## src/rtl/ts_header_monitor.sv

```systemverilog
`default_nettype none
// ts_header_monitor: MPEG-TS 4-byte header parser with per-PID continuity-counter checking.
// Revision 1.0 - initial release.
module ts_header_monitor #(
  parameter int NUM_PIDS = 8
) (
  input  logic        clk,
  input  logic        rst,
  input  logic [7:0]  byte_in,
  input  logic        byte_valid,
  input  logic        sop,
  output logic        hdr_valid,
  output logic [12:0] pid,
  output logic [3:0]  cc,
  output logic [1:0]  afc,
  output logic        tei,
  output logic        pusi,
  output logic        cc_error,
  output logic        sync_byte_error,
  output logic [15:0] pkt_count,
  output logic [15:0] cc_err_count,
  output logic [15:0] tei_count,
  output logic        table_full
);

  localparam int          IDXW      = (NUM_PIDS > 1) ? $clog2(NUM_PIDS) : 1;
  localparam logic [7:0]  SYNC_BYTE = 8'h47;
  localparam logic [12:0] NULL_PID  = 13'h1FFF;
  localparam logic [7:0]  LAST_BYTE = 8'd187;
  localparam logic [7:0]  FIRST_PAY = 8'd4;
  localparam logic [15:0] CNT_MAX   = 16'hFFFF;

  localparam logic [2:0] ST_IDLE    = 3'd0;
  localparam logic [2:0] ST_HDR1    = 3'd1;
  localparam logic [2:0] ST_HDR2    = 3'd2;
  localparam logic [2:0] ST_HDR3    = 3'd3;
  localparam logic [2:0] ST_PAYLOAD = 3'd4;

  logic [2:0]  r_state;
  logic [2:0]  w_next_state;
  logic [7:0]  r_byte_cnt;

  logic        w_sync_err;
  logic        w_cap1;
  logic        w_cap2;
  logic        w_hdr_done;
  logic        w_pay_adv;

  logic        r_tei_sh;
  logic        r_pusi_sh;
  logic [12:0] r_pid_sh;

  logic              r_tab_valid   [NUM_PIDS];
  logic [12:0]       r_tab_pid     [NUM_PIDS];
  logic [3:0]        r_tab_last_cc [NUM_PIDS];
  logic              r_tab_dup     [NUM_PIDS];

  logic              w_hit;
  logic [IDXW-1:0]   w_hit_idx;
  logic              w_free;
  logic [IDXW-1:0]   w_free_idx;
  logic [3:0]        w_new_cc;
  logic [1:0]        w_new_afc;
  logic [3:0]        w_last_cc;
  logic              w_last_dup;
  logic              w_check;
  logic              w_is_dup;
  logic              w_err;
  logic              w_cc_err;

  // State register
  always_ff @(posedge clk or negedge rst) begin
    if (!rst) begin
      r_state <= ST_IDLE;
    end else begin
      r_state <= w_next_state;
    end
  end

  // Next-state logic: a valid sop always restarts header parsing, whatever the state
  always_comb begin
    w_next_state = r_state;
    if (byte_valid) begin
      if (sop) begin
        w_next_state = (byte_in == SYNC_BYTE) ? ST_HDR1 : ST_IDLE;
      end else begin
        case (r_state)
          ST_IDLE:    w_next_state = ST_IDLE;
          ST_HDR1:    w_next_state = ST_HDR2;
          ST_HDR2:    w_next_state = ST_HDR3;
          ST_HDR3:    w_next_state = ST_PAYLOAD;
          ST_PAYLOAD: w_next_state = (r_byte_cnt == LAST_BYTE) ? ST_IDLE : ST_PAYLOAD;
          default:    w_next_state = ST_IDLE;
        endcase
      end
    end
  end

  // Per-byte strobes
  always_comb begin
    w_sync_err = byte_valid && sop && (byte_in != SYNC_BYTE);
    w_cap1     = byte_valid && !sop && (r_state == ST_HDR1);
    w_cap2     = byte_valid && !sop && (r_state == ST_HDR2);
    w_hdr_done = byte_valid && !sop && (r_state == ST_HDR3);
    w_pay_adv  = byte_valid && !sop && (r_state == ST_PAYLOAD);
  end

  always_ff @(posedge clk or negedge rst) begin
    if (!rst) begin
      r_byte_cnt <= '0;
    end else if (w_hdr_done) begin
      r_byte_cnt <= FIRST_PAY;
    end else if (w_pay_adv) begin
      r_byte_cnt <= r_byte_cnt + 8'd1;
    end
  end

  always_ff @(posedge clk or negedge rst) begin
    if (!rst) begin
      r_tei_sh  <= 1'b0;
      r_pusi_sh <= 1'b0;
      r_pid_sh  <= '0;
    end else begin
      if (w_cap1) begin
        r_tei_sh       <= byte_in[7];
        r_pusi_sh      <= byte_in[6];
        r_pid_sh[12:8] <= byte_in[4:0];
      end
      if (w_cap2) begin
        r_pid_sh[7:0] <= byte_in;
      end
    end
  end

  assign w_new_cc  = byte_in[3:0];
  assign w_new_afc = byte_in[5:4];

  // Descending scan so the lowest-index free entry wins
  always_comb begin
    w_hit      = 1'b0;
    w_hit_idx  = '0;
    w_free     = 1'b0;
    w_free_idx = '0;
    for (int i = NUM_PIDS - 1; i >= 0; i--) begin
      if (r_tab_valid[i] && (r_tab_pid[i] == r_pid_sh)) begin
        w_hit     = 1'b1;
        w_hit_idx = IDXW'(i);
      end
      if (!r_tab_valid[i]) begin
        w_free     = 1'b1;
        w_free_idx = IDXW'(i);
      end
    end
  end

  assign w_last_cc  = r_tab_last_cc[w_hit_idx];
  assign w_last_dup = r_tab_dup[w_hit_idx];
  assign w_check    = w_hdr_done && !r_tei_sh && (r_pid_sh != NULL_PID);

  // Payload-bearing packets must step cc by one (one repeat allowed); others must repeat it
  always_comb begin
    w_is_dup = 1'b0;
    w_err    = 1'b0;
    if (w_new_afc[0]) begin
      if (w_new_cc != (w_last_cc + 4'd1)) begin
        if ((w_new_cc == w_last_cc) && !w_last_dup) begin
          w_is_dup = 1'b1;
        end else begin
          w_err = 1'b1;
        end
      end
    end else begin
      w_err = (w_new_cc != w_last_cc);
    end
  end

  assign w_cc_err = w_check && w_hit && w_err;

  always_ff @(posedge clk or negedge rst) begin
    if (!rst) begin
      for (int i = 0; i < NUM_PIDS; i++) begin
        r_tab_valid[i]   <= 1'b0;
        r_tab_pid[i]     <= '0;
        r_tab_last_cc[i] <= '0;
        r_tab_dup[i]     <= 1'b0;
      end
      table_full <= 1'b0;
    end else if (w_check) begin
      if (w_hit) begin
        r_tab_last_cc[w_hit_idx] <= w_new_cc;
        if (w_new_afc[0]) begin
          r_tab_dup[w_hit_idx] <= w_is_dup;
        end else if (w_err) begin
          r_tab_dup[w_hit_idx] <= 1'b0;
        end
      end else if (w_free) begin
        r_tab_valid[w_free_idx]   <= 1'b1;
        r_tab_pid[w_free_idx]     <= r_pid_sh;
        r_tab_last_cc[w_free_idx] <= w_new_cc;
        r_tab_dup[w_free_idx]     <= 1'b0;
      end else begin
        table_full <= 1'b1;
      end
    end
  end

  always_ff @(posedge clk or negedge rst) begin
    if (!rst) begin
      hdr_valid       <= 1'b0;
      cc_error        <= 1'b0;
      sync_byte_error <= 1'b0;
      pid             <= '0;
      cc              <= '0;
      afc             <= '0;
      tei             <= 1'b0;
      pusi            <= 1'b0;
    end else begin
      hdr_valid       <= w_hdr_done;
      cc_error        <= w_cc_err;
      sync_byte_error <= w_sync_err;
      if (w_hdr_done) begin
        pid  <= r_pid_sh;
        cc   <= w_new_cc;
        afc  <= w_new_afc;
        tei  <= r_tei_sh;
        pusi <= r_pusi_sh;
      end
    end
  end

  // Counters follow the registered pulses and saturate
  always_ff @(posedge clk or negedge rst) begin
    if (!rst) begin
      pkt_count    <= '0;
      cc_err_count <= '0;
      tei_count    <= '0;
    end else begin
      if (hdr_valid && (pkt_count != CNT_MAX)) begin
        pkt_count <= pkt_count + 16'd1;
      end
      if (hdr_valid && tei && (tei_count != CNT_MAX)) begin
        tei_count <= tei_count + 16'd1;
      end
      if (cc_error && (cc_err_count != CNT_MAX)) begin
        cc_err_count <= cc_err_count + 16'd1;
      end
    end
  end

endmodule
`default_nettype wire

```

## config.mk

```make
export PLATFORM = sky130hd
export DESIGN_NAME = ts_header_monitor
export DESIGN_NICKNAME = d
export VERILOG_FILES = /design/src/rtl/ts_header_monitor.sv
export SDC_FILE = /design/constraint.sdc
export NUM_CORES = 1
export LEC_CHECK = 0
export ABC_AREA = 0
export CAP_MARGIN = 20
export CORE_MARGIN = 3
export CORE_UTILIZATION = 35
export DETAILED_ROUTE_END_ITERATION = 7
export PLACE_DENSITY = 0.51
export SYNTH_ARGS = -nofsm -noshare
export SYNTH_HDL_FRONTEND = slang
export SYNTH_SLANG_ARGS = --single-unit
```

## constraint.sdc

```tcl
create_clock -name clk -period 10.5 [get_ports clk]
set_clock_uncertainty 0.15 [all_clocks]
set_input_delay 2.1 -clock clk [delete_from_list [all_inputs] [get_ports clk]]
set_output_delay 2.1 -clock clk [all_outputs]
set_load 0.05 [all_outputs]
```

==> out/summary.md, run 1 <==
The design draws 3.136 mW. The number of buffers inserted by post-CTS setup repair came out at 0. For this run, the leading register cell type out of synthesis is sky130_fd_sc_hd__dfrtp_1.

The area added between synthesis and finish came out at 18.93%. The run gives 0 as the hold violation total from the final report. Setup repair after global routing left no endpoint under its margin.

The run gives 0 as the total of hold buffers inserted after clock tree synthesis. The detailed placer's ending HPWL is 20270 µm, and the clock transition time at the flip-flop clock pins of the worst setup and hold paths is 0.06 ns. The logs give 0 for the post-route DRC violation count and 50.38% for the sequential share of the synthesized area.

For the global-route wire length before repair, the log shows 49090 µm. Global routing used 15.99% of the available tracks across all layers. The detail route stage leaves a number of antenna-violating nets equal to 0. Entering global routing, the biggest net connects 137 pins.

Clock tree synthesis found a total of 251 sinks. The number of flops mapped to enable cells by yosys came out at 0. By area the synthesized netlist is led by sky130_fd_sc_hd__dfrtp_1, sky130_fd_sc_hd__mux2_2, sky130_fd_sc_hd__xnor2_1. Sort of element at the start of the critical path: an input pin. With fillers left out, the area of the finished cells amounts to 14830 µm². Data on the critical path arrives at its endpoint at 5.24 ns. After detailed routing, the number of vias per cell comes to 5.103. After the first detailed-routing iteration, the DRC count stood at 389. The actual transition at the worst max-transition pin came out at 1.041 ns.

The logs give 1113 for the number of instances in the synthesized netlist and 0 for the number of antenna violations at the first check in global routing. After synthesis, the mean cell area works out to 11.20 µm². Static timing analysis puts the maximum clock frequency at 202.5 MHz.

After synthesis the cells add up to 12470 µm². In this run the clock root is driven by a sky130_fd_sc_hd__clkbuf_16. The flow ran to the end, and the final reports show no timing, DRC or antenna violations.

Total of fill cells in the finished design: 3333. The tools report the kind of capture point of the worst setup path as a flop. The final-report max-slew violation count was 0; the total vias in the final route was 8517. The total negative setup slack is 0 ns, and the net total in the final layout is 1210. The total area of multi-input combinational cells came out at 5848 µm².

The clock period could shrink to 4.938 ns. In this run, post-CTS repair resized a total of 0 instances. Counting flops with an async set or reset pin after synthesis yields a share of 100.0%. TritonCTS built the clock tree. The run gives 1669 as the non-filler instance count after layout. The run gives 8465 as the via count of the first global-routing pass.

Start-to-end type of the worst setup path: in2reg. The final critical path takes up 47.02% of the cycle. The endpoint required time on the critical path came out at 10.80 ns.

The run gives 1616 as the placed cell count. Max-cap violations in this run came to 0. Headroom to the max-slew limit came out at 30.59%.

The detailed-route wire length was 30330 µm; the static leakage power was 6.568 nW. The share of post-route cells with drive strength above 1 was 20.35%; the number of primary I/O pins was 85. The number of antenna diodes in the final layout is 0.

Counting along the longest clock path gives a buffer depth of 3. Across the VDD grid, the largest voltage drop is 0.0001519 V. Summed over its instances, the top area cell type makes up 50.38% of the synthesized netlist area. In this run the worst path has a maximum fanout of 14. The tools report the placeable core area as 34800 µm². The die is 194.7 µm tall.

Sequential cell area: 6281 µm². Once placement finished, the instance area stood at 13730 µm². Clock tree synthesis inserted a total of 29 buffers. Dividing the detail-routed wire length by the instance count gives 18.17 µm. The initial utilization of the core area, before any placement, comes to 35.83%. Number of synthesized register bits: 251. Summed over all instances, the cell type with the most area after synthesis is sky130_fd_sc_hd__dfrtp_1. Count of H-tree levels built during CTS: 1.

Worst min-delay path class: reg2reg. The logs give 0 for the global route total overflow and 0.8125 for the weighted congestion reported at the end of routability-driven placement. The die covers 37920 µm². The number of nets in the synthesized netlist is 1130.

The first detailed-routing pass ran for 5 iterations. The count of buffers inserted at the top-level ports is 84. In this run the register-to-register setup slack is 5.63 ns. The width of the chip is 194.7 µm. The number of synthesis warnings was 0.

Total number of placement rows: 68. The most frequent standard cell in the layout excluding fill and tap cells is sky130_fd_sc_hd__dfrtp_1. Leaving out fill and tap cells, the most frequent cells in the layout are sky130_fd_sc_hd__dfrtp_1, sky130_fd_sc_hd__nand2_1, sky130_fd_sc_hd__mux2_2, sky130_fd_sc_hd__xnor2_1, sky130_fd_sc_hd__clkdlybuf4s50_1.

For the worst-skew pair, the clock arrives at the later sink with an insertion delay of 0.58 ns. Yosys mapped the design onto 73 distinct sky130hd cell types. Dividing total power by cell area gives a power density of 211.5 nW/µm². Count of final setup violators: 0.
==> per-stage QoR <==
step	setup WS (ns)	util (%)	hold WS [ns]
floorplan	6.141	-	0.2848
global placement	4.839	39.45	0.3037
detailed placement	4.831	39.45	0.3150
CTS	5.465	42.60	0.3313
global route	5.119	42.61	0.3501
finish	5.562	42.61	0.3227
==> synth_stat cells (3+ instances only) <==
library cell and count:
sky130_fd_sc_hd__dfrtp_1 251, sky130_fd_sc_hd__nand2_1 154, sky130_fd_sc_hd__mux2_2 145, sky130_fd_sc_hd__xnor2_1 135
sky130_fd_sc_hd__nand4_1 59, sky130_fd_sc_hd__nor2_1 48, sky130_fd_sc_hd__nand3_1 31, sky130_fd_sc_hd__clkbuf_1 26
sky130_fd_sc_hd__o21ai_0 20, sky130_fd_sc_hd__xor2_1 19, sky130_fd_sc_hd__inv_1 16, sky130_fd_sc_hd__and3_1 14
sky130_fd_sc_hd__o21ai_1 14, sky130_fd_sc_hd__a21oi_1 11, sky130_fd_sc_hd__nor4_1 11, sky130_fd_sc_hd__buf_1 9
sky130_fd_sc_hd__nand2b_1 9, sky130_fd_sc_hd__or4_1 9, sky130_fd_sc_hd__buf_6 8, sky130_fd_sc_hd__o31ai_1 8
sky130_fd_sc_hd__or3_1 8, sky130_fd_sc_hd__buf_4 7, sky130_fd_sc_hd__nor3_1 7, sky130_fd_sc_hd__and4_1 6
sky130_fd_sc_hd__nand3b_1 6, sky130_fd_sc_hd__ha_1 5, sky130_fd_sc_hd__and2_1 4, sky130_fd_sc_hd__o21a_1 4
sky130_fd_sc_hd__or2_2 4, sky130_fd_sc_hd__a211oi_1 3, sky130_fd_sc_hd__a211oi_2 3, sky130_fd_sc_hd__xnor2_2 3
==> routing by layer <==
metal	GRT usage [%]	part of all wire, %	up-vias
met2	25.57	46	126
met3	2.756	3.7	38
met1	22.89	48	4268
met5	0	0	-
li1	-	-	4085
met4	3.512	2.0	0
==> worst paths after layout <==
| check | from | end | cells after the start |
|---|---|---|---|
| worst max-delay path | byte_valid | r_tab_pid[27]$_DFFE_PN0P_ | 8 |
| worst min-delay path | r_pusi_sh$_DFFE_PN0P_ | pusi$_DFFE_PN0P_ | 2 |
| max in group asynchronous | rst | tei_count[3]$_DFFE_PN0P_ | 2 |
| min in group asynchronous | rst | cc_err_count[2]$_DFFE_PN0P_ | 1 |
| worst max register to register | r_pid_sh[1]$_DFFE_PN0P_ | r_tab_pid[27]$_DFFE_PN0P_ | 9 |
| worst min register to register | r_pusi_sh$_DFFE_PN0P_ | pusi$_DFFE_PN0P_ | 2 |
==> registers in the layout (all words and copies together), names as in the netlist, 13 cells and up <==
name           flops
cc_err_count      16
pid               13
pkt_count         16
r_pid_sh          13
r_tab_last_cc     32
r_tab_pid        104
tei_count         16
==> layout make-up <==
| type | count | area share [%] |
|---|---|---|
| Sequential cell | 251 | 42.36 |
| Multi-Input combinational cell | 795 | 39.44 |
| Timing Repair Buffer | 100 | 6.582 |
| Clock buffer | 38 | 5.594 |
| Tap cell | 455 | 3.839 |
| Clock inverter | 14 | 1.780 |
| Inverter | 16 | 0.4050 |
==> where the power goes <==
group | internal, mW | total [mW] | switching [mW]
registers | 1.06 | 1.14 | 0.0849
logic | 0.318 | 0.845 | 0.527
clock network | 0.727 | 1.15 | 0.421
total | 2.10 | 3.14 | 1.03
==> critical path: stages <==
cell,delay [ns]
sky130_fd_sc_hd__clkdlybuf4s50_1,0.55
sky130_fd_sc_hd__nand2b_1,0.10
sky130_fd_sc_hd__nor2_1,0.17
sky130_fd_sc_hd__nand3_1,0.14
sky130_fd_sc_hd__or3_1,0.45
sky130_fd_sc_hd__nor3_1,0.68
sky130_fd_sc_hd__nand2_1,0.61
sky130_fd_sc_hd__mux2_2,0.43
==> cells by family after synthesis <==
group	count (synthesis)	share of synthesized area, %
AOI/OAI and AO/OA	99	6.122
xor gates and xnor gates	158	11.34
adders and majority gates	5	0.5018
buffers and inverters	67	2.719
DFF	251	50.38
muxes	147	13.26
and+or+nand+nor	386	15.68
Power figures use the tool's default switching activity.
==> inputs of run 2 (changes only) <==
==> constraint.sdc (replaced) <==
create_clock -name clk -period 4.69 [get_ports clk]
set_clock_uncertainty 0.15 [all_clocks]
set_input_delay 0.938 -clock clk [delete_from_list [all_inputs] [get_ports clk]]
set_output_delay 0.938 -clock clk [all_outputs]
set_load 0.05 [all_outputs]
==> out/summary.md, run 2 (same netlist as run 1, synthesis figures left out) <==
Of the total power, combinational logic draws 25.9%. Summed over all nets, the half-perimeter wirelength after detailed placement is 22700 µm. The tools report the number of antenna repair diodes as 0. The top achievable clock speed is 228.5 MHz.

Compared with the post-synthesis result, the final layout area differs by 20.40%. Max-cap violations in this run came to 0. The run gives 6.662 nW as the static leakage power. The total overflow left after global routing is 0. The width of the chip was 194.7 µm. The library cell used most frequently in the layout, excluding fill and tap cells, is sky130_fd_sc_hd__dfrtp_1.

Entering global routing, the biggest net connects 96 pins. The hold violation total from the final report is 0, and the power density of the placed cells is 466.0 nW/µm². Data arrives at the worst endpoint at 4.65 ns. The logs give 13940 µm² for the placement-stage cell area and 4.97 ns for the endpoint required time on the critical path. The worst pin sits at a relative slew slack of 46.07%. The met2 layer usage reported by global route was 27.89%; the initial cell density of the core was 35.83%.

The count of H-tree levels built during CTS is 1. The congestion estimate from routability-driven global placement came to 0.8634. For this run, global-route usage on met1 was measured as 23.67%.

Post-CTS timing repair inserted 0 buffers for setup. After detailed routing, the number of vias per cell comes to 5.108. The clock reaches the later pin of the worst-skew pair after 0.56 ns. In this run the worst hold path is classified as in2async.

TritonCTS built the clock tree. In the final layout, the share of cells above drive strength 1 is 22.05%. Counting flops per register, the top entry is r_tab_pid. The filler cells instantiated in the layout total 3329. Number of clock sinks: 251. The tools report the number of iterations in the first detailed-routing pass as 5.

The total of hold buffers inserted after clock tree synthesis is 0. Layer with the highest usage after global routing: met2. The clock network accounts for 35.5% of the total power. For the finished layout, the period the worst path requires is 4.376 ns. The share of the clock period used by the worst path works out to 93.30%.

Setup repair after global routing could not meet its margin everywhere. The largest registers in the layout are r_tab_pid x104, r_tab_last_cc x32. The sum of internal, switching and leakage power is 6.995 mW, and the highest ir drop seen on vdd is 0.0003378 V.

The worst setup path is captured at a flop. The final design utilization came out at 43.14%. The total negative setup slack was 0 ns; the number of clock buffers inserted by TritonCTS was 30. Registers take 6284 µm². The flow ran to the end, and the final reports show no timing, DRC or antenna violations. At the end of the flow, the number of nets in the layout was 1235.

In the layout the commonest cells are sky130_fd_sc_hd__dfrtp_1, sky130_fd_sc_hd__nand2_1, sky130_fd_sc_hd__mux2_2, sky130_fd_sc_hd__xnor2_1, sky130_fd_sc_hd__clkdlybuf4s50_1. In the global route stage, overall resource usage came out at 16.80%. The logs give 0 for the post-route DRC violation count and 34800 µm² for the placeable core area. Sequential cells account for 38.6% of the total power.

The count of buffers added on input and output ports is 84. The internal power component is 4.662 mW, and the total vias in the final route is 8647. The net switching power is 2.333 mW, and the flip-flop count of the largest register, all copies and words added is 104. The number of antenna violations at the first check in global routing was 0; the switching part of the total power was 33.35%. The tools report the placed cell count as 1641. Setup violations remaining at the end of the flow were counted as 0. The sort of element at the start of the critical path is a flop. After the first detailed-routing iteration, the DRC count stood at 444. For the residual antenna-violating net count after detailed routing, the log shows 0. The critical path is of the reg2reg type. For the total number of placement rows, the log shows 68. In this run the count of I/O pins placed on the die edge is 85. After clock tree synthesis, the clock-pin slew on the worst setup and hold paths is 0.06 ns. The floorplan step defined a die boundary enclosing 37920 µm². The total area of multi-input combinational cells came out at 5848 µm². At the pin with the least slew margin, the transition time is 0.8089 ns. Final-report max-slew violation count: 0. The tools report the root buffer cell as sky130_fd_sc_hd__clkbuf_16. The clock tree buffer depth is 3, and the maximum fanout along the worst path is 14. For this block, the routed nets add up to 32040 µm of wire. The via count of the first global-routing pass was 8738; the die boundary height was 194.7 µm.

Excluding fillers, the count of instances in the completed layout stands at 1693. The first global-routing pass estimated 51390 µm of wire. Cell area after layout: 15010 µm². Wire length per cell after detailed routing: 18.93 µm. For this run, global-route usage on met3 was measured as 2.115%.
-- run 2: power groups by stage --
stage	combinational [mW]	clock, mW	sequential (mW)
finish	1.81	2.48	2.70
global route	1.97	2.64	2.74
CTS	1.83	2.56	2.71
detailed placement	1.82	0	2.74
global placement	1.82	0	2.74
floorplan	1.19	0	2.76
-- run 2: path summary, 6_finish.rpt --
check / to / slack [ns] / startpoint / cells past startpoint
setup / recovery: r_tab_pid[65]$_DFFE_PN0P_ / 0.31 / r_pid_sh[2]$_DFFE_PN0P_ / 10
min in group clk: pusi$_DFFE_PN0P_ / 0.31 / r_pusi_sh$_DFFE_PN0P_ / 2
setup reg to reg: r_tab_pid[65]$_DFFE_PN0P_ / 0.31 / r_pid_sh[2]$_DFFE_PN0P_ / 10
hold reg to reg: pusi$_DFFE_PN0P_ / 0.31 / r_pusi_sh$_DFFE_PN0P_ / 2
hold / removal: cc_err_count[10]$_DFFE_PN0P_ / 0.23 / rst / 1
max in group asynchronous: r_pid_sh[7]$_DFFE_PN0P_ / 3.15 / rst / 2
-- run 2: cell type report --
cell class,instances,share of cell area [%]
sequential,251,41.86
timing repair buffer,124,7.885
inverter,16,0.4001
tap,455,3.792
multi-input combinational,795,38.96
clock buffer,35,5.326
clock inverter,17,1.784
-- run 2: metal layers --
metal / share of wire [%] / wire length (µm)
met1: 48 / 15240
met2: 47 / 15000
met3: 3.5 / 1118
met4: 2.1 / 687
met5: 0 / 0
-- run 2: stage by stage --
stage                     hold WS, ns  setup slack (ns)
after detailed placement       0.3019            0.2151
after global placement         0.3048            0.2471
final                          0.2318            0.3140
after CTS                      0.2894            0.2018
after floorplan                0.2848             1.220
after global routing           0.3177          -0.02894
-- run 2: what timing repair did --
action,4_1_cts,5_1_grt
endpoints found under the hold margin,0,0
endpoints found under the setup margin,0,46
gates resized for setup,0,2
-- run 2: worst max-delay path: stages (launching register included) --
cell and delay, ns:
sky130_fd_sc_hd__dfrtp_1 0.69, sky130_fd_sc_hd__buf_4 0.30, sky130_fd_sc_hd__xnor2_1 0.12, sky130_fd_sc_hd__nand4_1 0.15
sky130_fd_sc_hd__or4_1 0.30, sky130_fd_sc_hd__nand2_2 0.21, sky130_fd_sc_hd__nor3_1 0.53, sky130_fd_sc_hd__nand2_1 0.20
sky130_fd_sc_hd__nor3_1 0.55, sky130_fd_sc_hd__nand2_1 0.58, sky130_fd_sc_hd__mux2_2 0.44
